File: config.mk
export PLATFORM = sky130hd
export DESIGN_NAME = dp_timing_gen
export DESIGN_NICKNAME = d
export VERILOG_FILES = /design/src/rtl/dp_timing_gen.sv
export SDC_FILE = /design/constraint.sdc
export NUM_CORES = 1
export LEC_CHECK = 0
export BUFFER_PORTS_ARGS = -buffer_cell sky130_fd_sc_hd__buf_2
export CORE_ASPECT_RATIO = 1.5
export CORE_MARGIN = 4
export CORE_UTILIZATION = 25
export CTS_BUF_LIST = sky130_fd_sc_hd__clkbuf_4
export DETAILED_ROUTE_END_ITERATION = 7
export PLACE_DENSITY_LB_ADDON = 0.12
export SLEW_MARGIN = 5
export SYNTH_ARGS = -nofsm -noshare
export SYNTH_HDL_FRONTEND = slang
export SYNTH_SLANG_ARGS = --single-unit
File: constraint.sdc
create_clock -name clk -period 12.7 [get_ports clk]
set_input_delay 2.54 -clock clk [delete_from_list [all_inputs] [get_ports clk]]
set_output_delay 2.54 -clock clk [all_outputs]
set_load 0.02 [all_outputs]
File: src/rtl/dp_timing_gen.sv
`default_nettype none
// ============================================================================
//  Module   : dp_timing_gen
//  Purpose  : DisplayPort stream timing generator for the main-link clock
//             domain. A fractional pixel accumulator produces line strobes at
//             the average pixel rate. Line, frame and DMA-prefetch strobes are
//             derived from a line counter. Timing configuration is
//             double-buffered and only applied at a frame boundary, or at
//             once while the generator is stopped.
//
//  Ports    : clk, reset        link clock, synchronous active-high reset
//             enable            run; low freezes counters and quiets strobes
//             htot/vtot/vact    line length, frame length, active lines
//             inc               pixels per clk, FW fraction bits
//             dma_lead          lines ahead of frame start for dmastart
//             cfg_update        request to load the shadow configuration
//             hstart/vstart     one-cycle line / frame strobes
//             dmastart          one-cycle DMA prefetch strobe
//             vactive, line     current line is active / current line index
//             frame_cnt         frames started, wraps
//             cfg_pending       update requested but not yet applied
//
//  Revision : 1.0  initial release
// ============================================================================
module dp_timing_gen #(
    parameter int CW = 16,
    parameter int FW = 15,
    parameter int IW = FW + 2,
    parameter int LW = 4
) (
    input  logic          clk,
    input  logic          reset,
    input  logic          enable,
    input  logic [CW-1:0] htot,
    input  logic [CW-1:0] vtot,
    input  logic [CW-1:0] vact,
    input  logic [IW-1:0] inc,
    input  logic [LW-1:0] dma_lead,
    input  logic          cfg_update,
    output logic          hstart,
    output logic          vstart,
    output logic          dmastart,
    output logic          vactive,
    output logic [CW-1:0] line,
    output logic [CW-1:0] frame_cnt,
    output logic          cfg_pending
);

    localparam int AW = CW + FW;
    // Common width for comparing the lead against the frame length.
    localparam int MW = (CW > LW) ? CW : LW;

    // Shadow configuration: the only values the counters ever use.
    logic [CW-1:0] s_htot;
    logic [CW-1:0] s_vtot;
    logic [CW-1:0] s_vact;
    logic [IW-1:0] s_inc;
    logic [LW-1:0] s_lead;

    logic [AW-1:0] acc;

    logic [CW-1:0] vtot_eff;
    logic [CW-1:0] line_inc;
    logic [CW-1:0] dma_line;
    logic [CW-1:0] line_next;
    logic [CW-1:0] vact_next;
    logic [AW-1:0] inc_ext;
    logic [AW-1:0] htot_ext;
    logic [AW-1:0] acc_next;
    logic          wrap;
    logic          run_wrap;
    logic          frame_start;
    logic          lead_at_start;
    logic          dma_hit;
    logic          apply;

    always_comb begin
        // A zero frame length behaves as a one-line frame.
        vtot_eff = (s_vtot == '0) ? CW'(1) : s_vtot;

        inc_ext  = AW'(s_inc);
        htot_ext = {s_htot, {FW{1'b0}}};

        // Line boundary once the whole-pixel part reaches the line length;
        // the fractional remainder carries into the next line.
        wrap     = (acc[AW-1:FW] >= s_htot);
        acc_next = wrap ? (acc - htot_ext + inc_ext) : (acc + inc_ext);

        line_inc    = (line == vtot_eff - CW'(1)) ? '0 : line + CW'(1);
        run_wrap    = enable & wrap;
        frame_start = run_wrap & (line_inc == '0);

        // A lead of zero, or one reaching past the frame start, collapses
        // onto the frame start itself.
        lead_at_start = (s_lead == '0) || (MW'(s_lead) >= MW'(vtot_eff));
        dma_line      = lead_at_start ? '0 : (vtot_eff - CW'(s_lead));
        dma_hit       = run_wrap & (line_inc == dma_line);

        // Pending configuration lands at a frame start, or immediately while
        // stopped since no frame can be torn then.
        apply = cfg_pending & (~enable | frame_start);

        line_next = run_wrap ? line_inc : line;
        vact_next = apply ? vact : s_vact;
    end

    always_ff @(posedge clk) begin
        if (reset) begin
            acc         <= '0;
            line        <= '0;
            frame_cnt   <= '0;
            hstart      <= 1'b0;
            vstart      <= 1'b0;
            dmastart    <= 1'b0;
            cfg_pending <= 1'b0;
            s_htot      <= htot;
            s_vtot      <= vtot;
            s_vact      <= vact;
            s_inc       <= inc;
            s_lead      <= dma_lead;
            vactive     <= (vact != '0);
        end else begin
            if (enable) begin
                acc <= acc_next;
            end
            line <= line_next;
            if (frame_start) begin
                frame_cnt <= frame_cnt + CW'(1);
            end
            hstart   <= run_wrap;
            vstart   <= frame_start;
            dmastart <= dma_hit;

            // A request arriving on the apply cycle stays pending for the
            // following frame boundary.
            cfg_pending <= cfg_update | (cfg_pending & ~apply);

            if (apply) begin
                s_htot <= htot;
                s_vtot <= vtot;
                s_vact <= vact;
                s_inc  <= inc;
                s_lead <= dma_lead;
            end

            // Tracks the line and shadow active count that are in effect
            // from the next cycle on.
            vactive <= (line_next < vact_next);
        end
    end

endmodule
`default_nettype wire

==> impl_metrics.csv <==
group,metric,value,unit
routing,drt_pass1_iterations,5,
clock_tree,cts_resized,0,
sta,rsz0062_at_grt,"false",
power_and_ir_drop,p_per_area,100,nW/um^2
routing,wire_per_inst,19.7,um
worst_hold_path,worstHoldPathType,"flip-flop to flip-flop",
clock_tree,postCtsSetupRepairBufs,0,
yosys,syn_avg_cell_area,8.65,um^2
cells_and_area,drive_above_1_share,14.0,%
global_route,grt_antenna_before_repair,2,
clock_tree,clockBufferDepth,2,
yosys,synth_fp_nets,1462,
global_route,grt_pass1_wl,59100,um
critical_path,crit_family,"compound AO/OA/AOI/OAI gates",
sta,period_minus_slack,7.03,ns
clock_tree,clock_latency,0.66,ns
placed_design,placed_area,12100,um^2
yosys,ys_seq_area_share,29.5,%
clock_tree,cts_buffers,17,
sta,max_freq,142,MHz
sta,worstMarginPinSlew,1.12,ns
clock_tree,cts-root-buf,"clkbuf_4",
clock_tree,cts_hold_buf,0,
yosys,ys_ff_latch,137,
critical_path,path_cells,"nor4_1, a41oi_1, ha_1, nor3b_2, mux2_2, mux2i_1, a211o_1, nor4_4, and3_1, o21ai_2, a21boi_4, mux2i_1, ha_1, a21o_1, a21o_1, a21o_1, a21o_1, a21o_1, a21o_1, a211oi_1, o211ai_1, o21ai_0",
yosys,yosys-top-cells-area,"dfxtp_1 (15%), edfxtp_1 (14%), ha_1 (11%)",
yosys,yosys_most_used_dff,"dfxtp_1",
global_route,track_usage,15.9,%
routing,routed_wirelength,38500,um
placed_design,place_inst,1912,
sta,setup_viol_count_final,0,
sta,slew_headroom,24.8,%
sta,finClkSkew,0.0430,ns
yosys,synth_top_area_share,15.2,%
routing,drt-initial-drc-count,417,
status,outcome,"finished clean",
critical_path,path_class,"flip-flop to flip-flop",
critical_path,cpMostUsedCell,"a21o_1",
sta,tns,0,ns
floorplanning,start_util,25.3,%
floorplanning,die_h,266,um
cells_and_area,layout_commonest_cell,"inv_1",
power_and_ir_drop,power.leakage,5.09,nW
global_route,overflow,0,
sta,drv_slew,0,
cells_and_area,fin_cells,1949,
yosys,yosysTopAreaCell,"dfxtp_1",
yosys,ys_warn_count,0,
floorplanning,io_pins,110,
placed_design,place.gp.congestion,0.916,
routing,vias,9675,
clock_tree,cts_tree,"yes",
global_route,grt_max_degree,66,
floorplanning,die_width,180,um
run,cap_violations,0,
critical_path,crit_arrival,7.62,ns
floorplanning,dieArea,47800,um^2
critical_path,worst-path-buf-inv,0,
placed_design,portBuffers,109,
sta,finalHoldViolations,0,
critical_path,cp_slowest_cell,"nor4_1",
critical_path,crit_required,13.29,ns
floorplanning,rows,94,
global_route,grt_pass1_vias,10031,
critical_path,crit_path_end_kind,"flip-flop",
clock_tree,cts.sinks,137,
yosys,syn_area,11100,um^2
critical_path,crit_fanout,15,
yosys,synth_cell_type_count,84,
placed_design,dp_hpwl,30000,um
cells_and_area,syn_to_final_growth,12.2,%
critical_path,worstSetupStartpointType,"flip-flop",
cells_and_area,nets,1537,
floorplanning,design.core.area,43900,um^2
clock_tree,htreeDepth,4,
critical_path,critical-path-max-stage-delay,0.86,ns
yosys,async_flop_share,0,%
routing,drc_errors,0,
routing,via_per_inst,4.96,
cells_and_area,final_cell_area,12400,um^2
power_and_ir_drop,irDropWorstVdd,0.0583,mV
yosys,synthCells,1280,
sta,period_share,55.4,%
yosys,synth_enable_flop_cells,53,
cells_and_area,most-common-layout-cells,"inv_1 (124), buf_2 (109), ha_1 (98), dfxtp_1 (84), nor2_1 (83)",
clock_tree,clk_pin_slew,0.16,ns
routing,antenna_left,0,
where the power goes:
| group | leakage (nW) | total, W | switching [W] | internal (W) |
|---|---|---|---|---|
| clock | 0.144 | 0.000321 | 0.000201 | 0.000120 |
| combinational | 3.73 | 0.000410 | 0.000242 | 0.000168 |
| sequential | 1.21 | 0.000512 | 0.0000265 | 0.000486 |
| total | 5.09 | 0.00124 | 0.000469 | 0.000773 |
state kept, by name, indices dropped and copies added (netlist names), 4 cells and up:
register and cells:
frame_cnt 16, acc 31, s_inc 17, s_vact 16, s_lead 4, s_htot 16, line 16, s_vtot 16
worst paths after layout:
check,endpoint,slack (ns),start,cells after the start
setup / recovery,vactive$_DFF_P_,5.67,s_vtot[9]$_DFFE_PP_,22
hold / removal,s_vact[15]$_DFF_P_,0.50,s_vact[15]$_DFF_P_,1
setup reg to reg,vactive$_DFF_P_,5.67,s_vtot[9]$_DFFE_PP_,22
hold reg to reg,s_vact[15]$_DFF_P_,0.50,s_vact[15]$_DFF_P_,1
metrics by stage:
step | setup slack [ns] | power (W) | hold slack, ns | util [%]
5_1_grt | 5.13 | 0.00133 | 0.518 | 28.3
4_1_cts | 5.69 | 0.00127 | 0.505 | 28.3
2_1_floorplan | 7.24 | 0.000817 | 0.457 | -
6_report | 5.67 | 0.00124 | 0.499 | 28.3
3_3_place_gp | 5.82 | 0.000935 | 0.463 | 27.6
3_5_place_dp | 5.77 | 0.000934 | 0.469 | 27.6
layout make-up:
cell class | instances | area, um^2
Antenna cell | 5 | 12.5
Clock buffer | 18 | 135
Clock inverter | 14 | 150
Fill cell | 4751 | 31400
Inverter | 124 | 465
Multi-Input combinational cell | 958 | 7060
Sequential cell | 137 | 3270
Tap cell | 576 | 721
Timing Repair Buffer | 117 | 606
cell usage after synthesis, types with 7 or more instances:
library cell	instances
inv_1	124
ha_1	98
dfxtp_1	84
nor2_1	83
nand2_1	77
a21oi_1	68
xnor2_1	62
o21ai_0	60
edfxtp_1	53
clkbuf_1	43
nor3_1	34
nand3_1	32
xor2_1	32
a21o_1	31
a211oi_1	27
mux2i_1	24
nand4_1	24
nor2b_1	20
a31oi_1	18
nor4_1	18
and2_1	17
and3_1	15
o21a_1	15
a22o_1	11
fa_1	11
or4_1	11
mux2_2	10
nand2b_1	10
mux2_4	9
o211ai_1	9
or3_1	9
o2111ai_1	8
and4_1	7
buf_1	7
o22ai_1	7
o31ai_1	7
layer usage:
layer,global-route usage (%),up-vias,share of wire [%]
met5,0,-,0
met4,7.09,0,3.6
met3,2.20,50,2.2
met2,30.9,175,55
met1,17.0,4641,39
li1,-,4809,-
logic make-up after synthesis:
group,after synthesis,share of synthesized area (%)
multiplexers,44,4.51
flip-flops,137,29.5
adder cells (fa/ha/maj),109,13.1
buffers and inverters,185,6.81
AND/OR/NAND/NOR,390,18.8
AO/OA/AOI/OAI,321,19.9
XOR/XNOR,94,7.43
No activity file was read; power rests on OpenSTA's default activity.
